`src/rtl/gmii_rx_pkg.sv`:
```
// Shared types and constants for the GMII receive-frame controller.
// The CRC_ERR status bit is driven only when RX_CRC_CHECK_EN is defined.
package gmii_rx_pkg;

    typedef enum logic [1:0] {
        IDLE     = 2'd0,
        PREAMBLE = 2'd1,
        DATA     = 2'd2,
        DROP     = 2'd3
    } state_t;

    localparam int RUNT          = 0;
    localparam int OVERSIZE      = 1;
    localparam int ADDR_MISMATCH = 2;
    localparam int CRC_ERR       = 3;

    localparam logic [7:0]  SFD         = 8'hD5;
    localparam logic [7:0]  PRE         = 8'h55;
    localparam logic [47:0] BCAST_MAC   = 48'hFFFF_FFFF_FFFF;
    localparam logic [31:0] CRC_RESIDUE = 32'hC704_DD7B;
    localparam logic [31:0] CRC_POLY    = 32'h04C1_1DB7;

    // MSB-first shift register fed LSB-first from each byte, so a frame with a
    // correct FCS leaves the register at CRC_RESIDUE.
    function automatic logic [31:0] crc32_step(input logic [31:0] crc, input logic [7:0] data);
        logic [31:0] c;
        c = crc;
        for (int i = 0; i < 8; i++) begin
            if (c[31] ^ data[i]) begin
                c = {c[30:0], 1'b0} ^ CRC_POLY;
            end else begin
                c = {c[30:0], 1'b0};
            end
        end
        return c;
    endfunction

endpackage

```
`src/rtl/gmii_rx_ctrl_crc32_d8.sv`:
```
// Byte-wide CRC-32 accumulator: combinational next-state plus its register.
// Built only when RX_CRC_CHECK_EN is defined.
module crc32_d8
    import gmii_rx_pkg::*;
(
    input  logic        clk,
    input  logic        rst,
    input  logic        init,
    input  logic        en,
    input  logic [7:0]  data,
    output logic [31:0] crc
);

    logic [31:0] crc_reg;
    logic [31:0] crc_next;

    always_comb begin
        crc_next = crc32_step(crc_reg, data);
    end

    always_ff @(posedge clk or posedge rst) begin
        if (rst) begin
            crc_reg <= '1;
        end else if (init) begin
            crc_reg <= '1;
        end else if (en) begin
            crc_reg <= crc_next;
        end
    end

    assign crc = crc_reg;

endmodule

```
`src/rtl/gmii_rx_ctrl.sv`:
```
// GMII receive-frame controller: strips preamble/SFD, forwards a framed byte
// stream and reports per-frame status. Optional CRC check: RX_CRC_CHECK_EN.
module gmii_rx_ctrl
    import gmii_rx_pkg::*;
#(
    parameter int PRE_MIN = 6,
    parameter int MAX_LEN = 1518,
    parameter int MIN_LEN = 64,
    parameter int LEN_W   = 11
) (
    input  logic             clk,
    input  logic             rst,
    input  logic             gmii_rx_dv,
    input  logic [7:0]       gmii_rxd,
    input  logic [47:0]      local_mac,
    output logic             out_valid,
    output logic [7:0]       out_data,
    output logic             out_sof,
    output logic             out_eof,
    output logic             frame_done,
    output logic [LEN_W-1:0] frame_len,
    output logic [3:0]       frame_status,
    output logic [15:0]      good_cnt,
    output logic [15:0]      bad_cnt
);

    state_t           state_reg;
    logic [2:0]       pre_cnt_reg;
    logic [LEN_W-1:0] len_reg;
    logic [7:0]       hold_reg;
    logic             uni_ok_reg;
    logic             bc_ok_reg;
    logic             done_pend_reg;
    logic [LEN_W-1:0] done_len_reg;
    logic [3:0]       done_status_reg;

    logic             at_max;
    logic [LEN_W-1:0] end_len;
    logic [3:0]       end_status;
    logic             end_crc_err;
    logic [7:0]       mac_bytes [0:7];

    // Destination-address byte i lines up with local_mac[47-8i -: 8].
    for (genvar gi = 0; gi < 8; gi++) begin : g_mac_bytes
        if (gi < 6) begin : g_real
            assign mac_bytes[gi] = local_mac[47-8*gi -: 8];
        end else begin : g_pad
            assign mac_bytes[gi] = 8'h00;
        end
    end

`ifdef RX_CRC_CHECK_EN
    logic [31:0] crc_val;

    crc32_d8 u_crc (
        .clk  (clk),
        .rst  (rst),
        .init (state_reg != DATA),
        .en   (state_reg == DATA && gmii_rx_dv && !at_max),
        .data (gmii_rxd),
        .crc  (crc_val)
    );

    assign end_crc_err = (crc_val != CRC_RESIDUE) || (len_reg < LEN_W'(4));
`else
    assign end_crc_err = 1'b0;
`endif

    assign at_max  = (len_reg == LEN_W'(MAX_LEN));
    // A frame ending while dv is still high can only be the oversize cut-off.
    assign end_len = gmii_rx_dv ? LEN_W'(MAX_LEN + 1) : len_reg;

    always_comb begin
        end_status                = '0;
        end_status[RUNT]          = end_len < LEN_W'(MIN_LEN);
        end_status[OVERSIZE]      = gmii_rx_dv;
        end_status[ADDR_MISMATCH] = (end_len < LEN_W'(6)) || !(uni_ok_reg || bc_ok_reg);
        end_status[CRC_ERR]       = end_crc_err;
    end

    always_ff @(posedge clk or posedge rst) begin
        if (rst) begin
            state_reg       <= IDLE;
            pre_cnt_reg     <= '0;
            len_reg         <= '0;
            hold_reg        <= '0;
            uni_ok_reg      <= 1'b0;
            bc_ok_reg       <= 1'b0;
            done_pend_reg   <= 1'b0;
            done_len_reg    <= '0;
            done_status_reg <= '0;
            out_valid       <= 1'b0;
            out_data        <= '0;
            out_sof         <= 1'b0;
            out_eof         <= 1'b0;
            frame_done      <= 1'b0;
            frame_len       <= '0;
            frame_status    <= '0;
            good_cnt        <= '0;
            bad_cnt         <= '0;
        end else begin
            out_valid     <= 1'b0;
            out_sof       <= 1'b0;
            out_eof       <= 1'b0;
            frame_done    <= 1'b0;
            done_pend_reg <= 1'b0;

            // Report stage runs independently of the FSM so a new preamble
            // can start while the previous frame is being reported.
            if (done_pend_reg) begin
                frame_done   <= 1'b1;
                frame_len    <= done_len_reg;
                frame_status <= done_status_reg;
                if (done_status_reg == 4'd0) begin
                    if (good_cnt != 16'hFFFF) good_cnt <= good_cnt + 16'd1;
                end else begin
                    if (bad_cnt != 16'hFFFF) bad_cnt <= bad_cnt + 16'd1;
                end
            end

            case (state_reg)
                IDLE: begin
                    if (gmii_rx_dv) begin
                        if (gmii_rxd == PRE) begin
                            state_reg   <= PREAMBLE;
                            pre_cnt_reg <= 3'd1;
                        end else begin
                            state_reg <= DROP;
                        end
                    end
                end

                PREAMBLE: begin
                    if (!gmii_rx_dv) begin
                        state_reg <= IDLE;
                    end else if (gmii_rxd == PRE) begin
                        if (pre_cnt_reg != 3'd7) pre_cnt_reg <= pre_cnt_reg + 3'd1;
                    end else if (gmii_rxd == SFD && 32'(pre_cnt_reg) >= PRE_MIN) begin
                        state_reg  <= DATA;
                        len_reg    <= '0;
                        uni_ok_reg <= 1'b1;
                        bc_ok_reg  <= 1'b1;
                    end else begin
                        state_reg <= DROP;
                    end
                end

                DATA: begin
                    if (gmii_rx_dv && !at_max) begin
                        hold_reg <= gmii_rxd;
                        len_reg  <= len_reg + LEN_W'(1);
                        if (len_reg < LEN_W'(6)) begin
                            uni_ok_reg <= uni_ok_reg && (gmii_rxd == mac_bytes[len_reg[2:0]]);
                            bc_ok_reg  <= bc_ok_reg && (gmii_rxd == BCAST_MAC[7:0]);
                        end
                        if (len_reg != '0) begin
                            out_valid <= 1'b1;
                            out_data  <= hold_reg;
                            out_sof   <= (len_reg == LEN_W'(1));
                        end
                    end else begin
                        // End of frame: dv fell, or the oversize byte arrived.
                        if (len_reg != '0) begin
                            out_valid <= 1'b1;
                            out_data  <= hold_reg;
                            out_sof   <= (len_reg == LEN_W'(1));
                            out_eof   <= 1'b1;
                        end
                        done_pend_reg   <= 1'b1;
                        done_len_reg    <= end_len;
                        done_status_reg <= end_status;
                        state_reg       <= gmii_rx_dv ? DROP : IDLE;
                    end
                end

                DROP: begin
                    if (!gmii_rx_dv) state_reg <= IDLE;
                end

                default: state_reg <= IDLE;
            endcase
        end
    end

endmodule

```
`config.mk`:
```
export PLATFORM = sky130hd
export DESIGN_NAME = gmii_rx_ctrl
export DESIGN_NICKNAME = d
export VERILOG_FILES = /design/src/rtl/gmii_rx_pkg.sv /design/src/rtl/gmii_rx_ctrl_crc32_d8.sv /design/src/rtl/gmii_rx_ctrl.sv
export SDC_FILE = /design/constraint.sdc
export NUM_CORES = 1
export LEC_CHECK = 0
export ABC_CLOCK_PERIOD_IN_PS = 3800
export BUFFER_PORTS_ARGS = -buffer_cell sky130_fd_sc_hd__buf_2
export CORE_ASPECT_RATIO = 0.9
export CORE_MARGIN = 2
export CORE_UTILIZATION = 54
export DETAILED_ROUTE_END_ITERATION = 8
export GPL_ROUTABILITY_DRIVEN = 0
export GPL_TIMING_DRIVEN = 0
export PLACE_DENSITY = 0.8
export SLEW_MARGIN = 0
export SYNTH_ARGS = -nofsm -noshare
export SYNTH_HDL_FRONTEND = slang
export SYNTH_SLANG_ARGS = --single-unit
```
`constraint.sdc`:
```
create_clock -name clk -period 3.8 [get_ports clk]
set_input_delay 0.38 -clock clk [delete_from_list [all_inputs] [get_ports clk]]
set_output_delay 0.38 -clock clk [all_outputs]
set_load 0.02 [all_outputs]
```
==> reports/qor.csv, run 1 <==
stage,metric,value,unit
worst_setup_path,critical path class,register to register,
clock_tree,Clock Latency Late Sink,0.37,ns
timing,# setup viols final,0,
layout,"most common cell after layout, fill and taps aside",buf_2,
timing,Slew @ Worst Pin,0.580,ns
hold_path,Hold Crit Class,input pin to register,
synth,syn_area_per_cell,10.9,um^2
synth,register area share after synthesis,50.3,%
place,I/O Buffers,112,
floorplan,die area,9900,um^2
synth,Area contributors post-synth,"dfrtp_1 50%, xnor2_1 5.3%, mux2i_1 5.3%",
synth,synthesized cell area,4920,um^2
clock_tree,CTS tree,yes,
timing,Layout Skew,0.0128,ns
layout,fin nets,646,
drt,vias after detailed routing,3814,
worst_setup_path,crit start category,register,
place,Placement Cell Area,5670,um^2
synth,syn nets,521,
global_routing,GRT Util Overall,22.2,%
clock_tree,Root Driver,clkbuf_8,
synth,ys flop type,dfrtp_1,
layout,ant diodes,0,
global_routing,initial antenna violation count,0,
timing,RSZ-0062 raised after global routing,no,
drt,Routed WL,10.4,mm
layout,most frequent cells in the layout,"117 x buf_2, 99 x dfrtp_1, 45 x nand2_1, 30 x xnor2_1, 26 x mux2i_1",
global_routing,vias in the first global route,3724,
timing,fin. max-slew vios,0,
layout,Area growth syn-to-layout,19.2,%
pwr,Peak VDD IR,0.000234,V
drt,drt initial violations,222,
synth,Mapped Cells,453,
floorplan,die width,105,um
synth,distinct cell type count after synthesis,58,
clock_tree,H-tree depth,3,
drt,ANT nets after route,0,
layout,top flop regs,"bad_cnt: 16 flops, good_cnt: 16 flops",
clock_tree,clock tree buffer depth,2,
drt,DRC viols,0,
drt,Pre-Repair DR Iteration Count,4,
pwr,PD cells,520,nW/um^2
floorplan,starting density of the core,54.7,%
synth,post-synthesis mux area share,10.8,%
clock_tree,TritonCTS Sinks,99,
outcome,status,"finished, final reports clean",
synth,Post-synth EDFFs,0,
timing,Final Hold Viols,0,
synth,cell taking the most area after synthesis,dfrtp_1,
clock_tree,post_cts resized,0,
worst_setup_path,CP Capture Type,register,
synth,adder-cell share of the synthesized area,2.29,%
pwr,Lkg Pwr,2.87,nW
timing,fmax,415,MHz
layout,Post-Layout Inst Area,5870,um^2
global_routing,global-route wire length before repair,17.6,mm
synth,"FF+latch count, synth",99,
worst_setup_path,Critical Path RT,4.10,ns
global_routing,Overflow after GRT,0,
global_routing,largest net degree at the start of global routing,71,
floorplan,Die Ht,94.6,um
layout,Final Instance Count excl. Fillers,705,
job,max cap viols,0,
worst_setup_path,worst-path maximum fanout,10,
clock_tree,"Reg clk slew, reported paths",0.11,ns
synth,Synth Area in XOR/XNOR,7.30,%
timing,Final period util,63.5,%
layout,Filler Cell Count,760,
layout,share of layout cells above drive strength 1,29.2,%
synth,Post-Synth Simple-Gate Area,17.4,%
floorplan,# rows,33,
timing,crit path time final,2.41,ns
synth,Yosys top cell area share,50.3,%
worst_setup_path,Arrival @ worst endpoint,2.71,ns
synth,Synth Area in Compound Gates,8.29,%
place,# placed instances,688,
place,DP HPWL,7.78,mm
drt,post-DR wirelength/cell,14.8,um
drt,drt via density,5.41,
synth,async set-reset flop share out of synthesis,100,%
synth,largest family of logic cells by synthesized area,simple AND/OR/NAND/NOR gates,
timing,WHS,0.267,ns
clock_tree,CTS buffer count,9,
synth,Yosys warnings,0,
floorplan,total core area,9000,um^2
timing,relative slew slack,61.3,%
floorplan,I/O pin count,118,
## cell usage after synthesis (2+ instances only)
master,count
nor2b_1,3
a21oi_1,5
mux2_2,15
o21ai_0,13
xnor2_1,30
nand3b_1,2
nand2b_1,3
nand4_1,8
ha_1,9
o21ai_1,4
inv_1,11
o32a_1,2
and3b_1,2
dfrtp_1,99
or3_1,5
and2_1,3
clkbuf_1,4
o22a_1,9
buf_6,2
o21a_1,7
nor3_1,25
nand3_1,17
mux2_1,9
and4_1,5
or2_1,3
nor2_1,21
xor2_1,11
mux2i_1,26
buf_2,5
buf_4,8
inv_2,2
nor4_1,2
nand2_1,45
or3_4,2
o22ai_1,3
o31ai_1,5
and3_1,7
## kinds of logic (layout without fill, tap and decap cells)
group | Yosys count | after routing
AND/OR/NAND/NOR | 162 | 162
buffers and inverters | 33 | 163
flip-flops | 99 | 99
other | 1 | 1
AO/OA/AOI/OAI | 58 | 58
XOR/XNOR | 41 | 41
adder cells (fa/ha/maj) | 9 | 9
multiplexers | 50 | 50
## worst max-delay path, stage by stage (launching register included)
cell       delay [ns]
dfrtp_1          0.43
buf_6            0.19
buf_4            0.23
inv_1            0.11
ha_1             0.21
nand4bb_1        0.12
o311a_1          0.22
clkbuf_1         0.40
nand4_1          0.17
xor2_1           0.16
nor2_1           0.09
## per-stage QoR
step	total power [mW]	setup TNS (ns)	util [%]	worst slack, ns
5_1_grt	3.24	0	65.2	1.16
4_1_cts	3.07	0	65.2	1.39
6_report	3.05	0	65.2	1.39
3_3_place_gp	2.38	-15.99	62.6	-0.166
3_5_place_dp	2.42	0	62.9	1.42
2_1_floorplan	2.09	0	-	0.830
## path summary, 6_finish.rpt
check / cells past startpoint / from / slack (ns) / to
max: 10 / len_reg[0]$_DFFE_PP0P_ / 1.39 / len_reg[3]$_DFFE_PP0P_
min: 3 / gmii_rxd[0] / 0.27 / hold_reg[0]$_DFFE_PP0P_
max reg2reg: 10 / len_reg[0]$_DFFE_PP0P_ / 1.39 / len_reg[3]$_DFFE_PP0P_
min reg2reg: 0 / done_pend_reg$_DFF_PP0_ / 0.38 / frame_done$_DFF_PP0_
max in group asynchronous: 4 / rst / 2.56 / out_data[5]$_DFFE_PP0P_
min in group asynchronous: 3 / rst / 0.56 / out_data[3]$_DFFE_PP0P_
## power by group
group          switching [mW]  leakage (nW)  internal (mW)
registers               0.132          1.27           1.24
logic                   0.600          1.51          0.431
clock network           0.397        0.0951          0.255
total                    1.13          2.87           1.92
## cell type report
type / count / area, um^2 / share of cell area, %
Sequential cell: 99 / 2480 / 42.2
Inverter: 13 / 51.3 / 0.874
Multi-Input combinational cell: 321 / 2270 / 38.7
Tap cell: 122 / 153 / 2.60
Buffer: 20 / 126 / 2.15
Timing Repair Buffer: 114 / 598 / 10.2
Clock buffer: 9 / 124 / 2.11
Clock inverter: 7 / 70.1 / 1.19
## per-layer routing
| metal | up-vias | wire [um] | part of all wire, % | global-route usage [%] |
|---|---|---|---|---|
| met5 | - | 0 | 0 | 0 |
| met4 | 0 | 187 | 1.8 | 8.22 |
| met3 | 18 | 556 | 5.3 | 3.80 |
| met2 | 118 | 4940 | 47 | 37.3 |
| met1 | 1826 | 4720 | 45 | 29.2 |
| li1 | 1852 | - | - | - |
## repair_timing
action / in CTS / in global routing
hold buffers: 1 / 0
buffers inserted: 0 / 0
endpoints found under the hold margin: 13 / 0
No activity file was read; power rests on OpenSTA's default activity.
==> run 2, diff against run 1 <==
ABC_CLOCK_PERIOD_IN_PS = 2210   (was 3800)
CORE_UTILIZATION = 49   (was 54)
PLACE_DENSITY = 0.77   (was 0.8)
clock period = 2.21 ns   (was 3.8 ns; I/O delays follow)
==> reports/qor.csv, run 2 (same netlist as run 1, synthesis figures left out) <==
stage,metric,value,unit,change
clock_tree,Clock Latency Late Sink,0.37,ns,about the same
global_routing,initial antenna violation count,0,,unchanged
clock_tree,"Reg clk slew, reported paths",0.11,ns,about the same
layout,ant diodes,0,,unchanged
drt,DRC viols,0,,unchanged
worst_setup_path,Critical Path Source,len_reg[0]$_DFFE_PP0P_,,unchanged
worst_setup_path,R2R depth,9,,was 10
drt,drt via density,5.44,,was 5.41
pwr,Tot Pwr,5.28,mW,was 3.05 mW
worst_setup_path,worst-path maximum fanout,19,,was 10
worst_setup_path,R2R Setup Slk,0.15,ns,was 1.39 ns
worst_setup_path,Critical Path RT,2.48,ns,was 4.10 ns
layout,Final Instance Count excl. Fillers,709,,was 705
floorplan,# rows,34,,was 33
place,DP HPWL,8.03,mm,was 7.78 mm
pwr,PD cells,895,nW/um^2,was 520 nW/um^2
layout,share of layout cells above drive strength 1,29.8,%,was 29.2%
floorplan,total core area,9740,um^2,was 9000 um^2
floorplan,starting density of the core,50.5,%,was 54.7%
worst_setup_path,r2r endpoint,len_reg[6]$_DFFE_PP0P_,,was len_reg[3]$_DFFE_PP0P_
drt,drt initial violations,294,,was 222
worst_setup_path,crit start category,register,,unchanged
worst_setup_path,Buffers & Inverters on Critical Path,2,,was 4
clock_tree,TritonCTS Sinks,99,,unchanged
global_routing,largest net degree at the start of global routing,44,,was 71
drt,vias after detailed routing,3858,,was 3814
pwr,Seq pwr share,44.6,%,was 44.9%
global_routing,global-route wire length before repair,17.8,mm,was 17.6 mm
outcome,status,"finished, final reports clean",,unchanged
clock_tree,Root Driver,clkbuf_8,,unchanged
layout,most frequent cells in the layout,"117 x buf_2, 99 x dfrtp_1, 45 x nand2_1, 30 x xnor2_1, 26 x mux2i_1",,unchanged
worst_setup_path,WP depth,9,,was 10
floorplan,I/O pin count,118,,unchanged
worst_setup_path,family with the most delay on the worst path,simple AND/OR/NAND/NOR gates,,was buffers and inverters
drt,post-DR wirelength/cell,15.1,um,was 14.8 um
place,Placement Cell Area,5680,um^2,was 5670 um^2
timing,fmax,485,MHz,was 415 MHz
layout,fin nets,646,,unchanged
pwr,Comb power frac,33.8,%,was 33.7%
timing,Final period util,93.2,%,was 63.5%
place,# placed instances,693,,was 688
worst_setup_path,crit path cell chain,buf_12 > inv_1 > ha_1 > nand4bb_1 > o311a_1 > nand2_1 > nor3_2 > xor2_1 > nor2b_1,,was buf_6 > buf_4 > inv_1 > ha_1 > nand4bb_1 > o311a_1 > clkbuf_1 > nand4_1 > xor2_1 > nor2_1
layout,Post-Layout Inst Area,5910,um^2,was 5870 um^2
timing,crit path time final,2.06,ns,was 2.41 ns
layout,Area growth syn-to-layout,20.0,%,was 19.2%
global_routing,vias in the first global route,3798,,was 3724
timing,relative slew slack,54.9,%,was 61.3%
clock_tree,CTS buffer count,9,,unchanged
pwr,Lkg Pwr,2.88,nW,was 2.87 nW
drt,Routed WL,10.7,mm,was 10.4 mm
floorplan,die width,110,um,was 105 um
timing,Final Hold Viols,0,,unchanged
pwr,Psw,1.96,mW,was 1.13 mW
job,max cap viols,0,,unchanged
hold_path,Hold Crit Class,input pin to register,,unchanged
clock_tree,CTS tree,yes,,unchanged
pwr,power share of the clock group,21.6,%,was 21.4%
clock_tree,H-tree depth,3,,unchanged
timing,Layout Skew,0.0165,ns,was 0.0128 ns
floorplan,Die Ht,99.1,um,was 94.6 um
global_routing,Overflow after GRT,0,,unchanged
drt,Pre-Repair DR Iteration Count,4,,unchanged
pwr,Peak VDD IR,0.000420,V,was 0.000234 V
pwr,Internal,3.32,mW,was 1.92 mW
worst_setup_path,worst flop-to-flop path startpoint,len_reg[0]$_DFFE_PP0P_,,unchanged
floorplan,die area,10900,um^2,was 9900 um^2
timing,WHS,0.106,ns,was 0.267 ns
worst_setup_path,CP Capture Type,register,,unchanged
layout,"most common cell after layout, fill and taps aside",buf_2,,unchanged
pwr,sw frac,37.2,%,was 37.0%
global_routing,GRT Util Overall,20.5,%,was 22.2%
timing,# setup viols final,0,,unchanged
worst_setup_path,CP endpoint,len_reg[6]$_DFFE_PP0P_,,was len_reg[3]$_DFFE_PP0P_
worst_setup_path,Arrival @ worst endpoint,2.33,ns,was 2.71 ns
drt,ANT nets after route,0,,unchanged
timing,fin. max-slew vios,0,,unchanged
worst_setup_path,crit path max-delay cell type,dfrtp_1,,unchanged
worst_setup_path,slowest cell delay on critical path,0.43,ns,about the same
worst_setup_path,critical path class,register to register,,unchanged
clock_tree,clock tree buffer depth,2,,unchanged
timing,Slew @ Worst Pin,0.676,ns,was 0.580 ns
layout,top flop regs,"bad_cnt: 16 flops, good_cnt: 16 flops",,unchanged
place,I/O Buffers,112,,unchanged
run 2: repair_timing:
| item | 4_1_cts | 5_1_grt |
|---|---|---|
| buffers inserted | 1 | 0 |
| endpoints found under the setup margin | 27 | 8 |
| hold buffers | 1 | 0 |
| resized for setup | 1 | 5 |
| hold endpoints to repair | 29 | 0 |
run 2: worst register-to-register path, delay by kind of cell (launching register included):
family,cells,cell delay [ns]
fa+ha+maj,1,0.16
compound gates,1,0.35
simple gates,4,0.59
flops,1,0.43
xor+xnor,1,0.15
buf+inv,2,0.28
run 2: worst min path at each step:
stage                     depth (start not counted)                     from                 endpoint  slack [ns]
after floorplan                                   2              gmii_rxd[0]  hold_reg[0]$_DFFE_PP0P_        0.33
after global placement                            0  done_pend_reg$_DFF_PP0_     frame_done$_DFF_PP0_        0.36
after detailed placement                          2                      rst  good_cnt[7]$_DFFE_PP0P_        0.36
after CTS                                         3              gmii_rxd[4]  hold_reg[4]$_DFFE_PP0P_        0.10
after global routing                              3              gmii_rxd[2]  hold_reg[2]$_DFFE_PP0P_        0.11
final                                             3              gmii_rxd[2]  hold_reg[2]$_DFFE_PP0P_        0.11
run 2: power groups by stage:
stage / combinational, mW / clock, mW / sequential [mW]
2_1_floorplan: 0.996 / 0 / 2.60
3_3_place_gp: 1.72 / 0 / 2.38
3_5_place_dp: 1.77 / 0 / 2.40
4_1_cts: 1.78 / 1.16 / 2.36
5_1_grt: 1.94 / 1.25 / 2.40
6_report: 1.79 / 1.14 / 2.36
run 2: area by class of cell:
class	instances	area (um^2)
buffer	18	125
clock buffer	9	124
clock inverter	7	66.3
fill	794	3830
inverter	13	52.6
multi-input combinational	321	2290
sequential	99	2480
tap	126	158
timing repair buffer	116	618
run 2: through the flow:
stage	utilization (%)	setup WS, ns	TNS (ns)
4_1_cts	60.4	0.102	0
2_1_floorplan	-	0.199	0
3_3_place_gp	57.9	-0.167	-0.393
6_report	60.6	0.149	0
5_1_grt	60.6	-0.00549	-0.00549
3_5_place_dp	58.3	-0.209	-0.930
run 2: layer usage:
layer / GRT usage [%] / vias up / wire length, um
met5: 0 / - / 0
met4: 5.65 / 0 / 71
met3: 4.70 / 8 / 711
met2: 32.5 / 135 / 5100
met1: 28.4 / 1858 / 4830
li1: - / 1857 / -
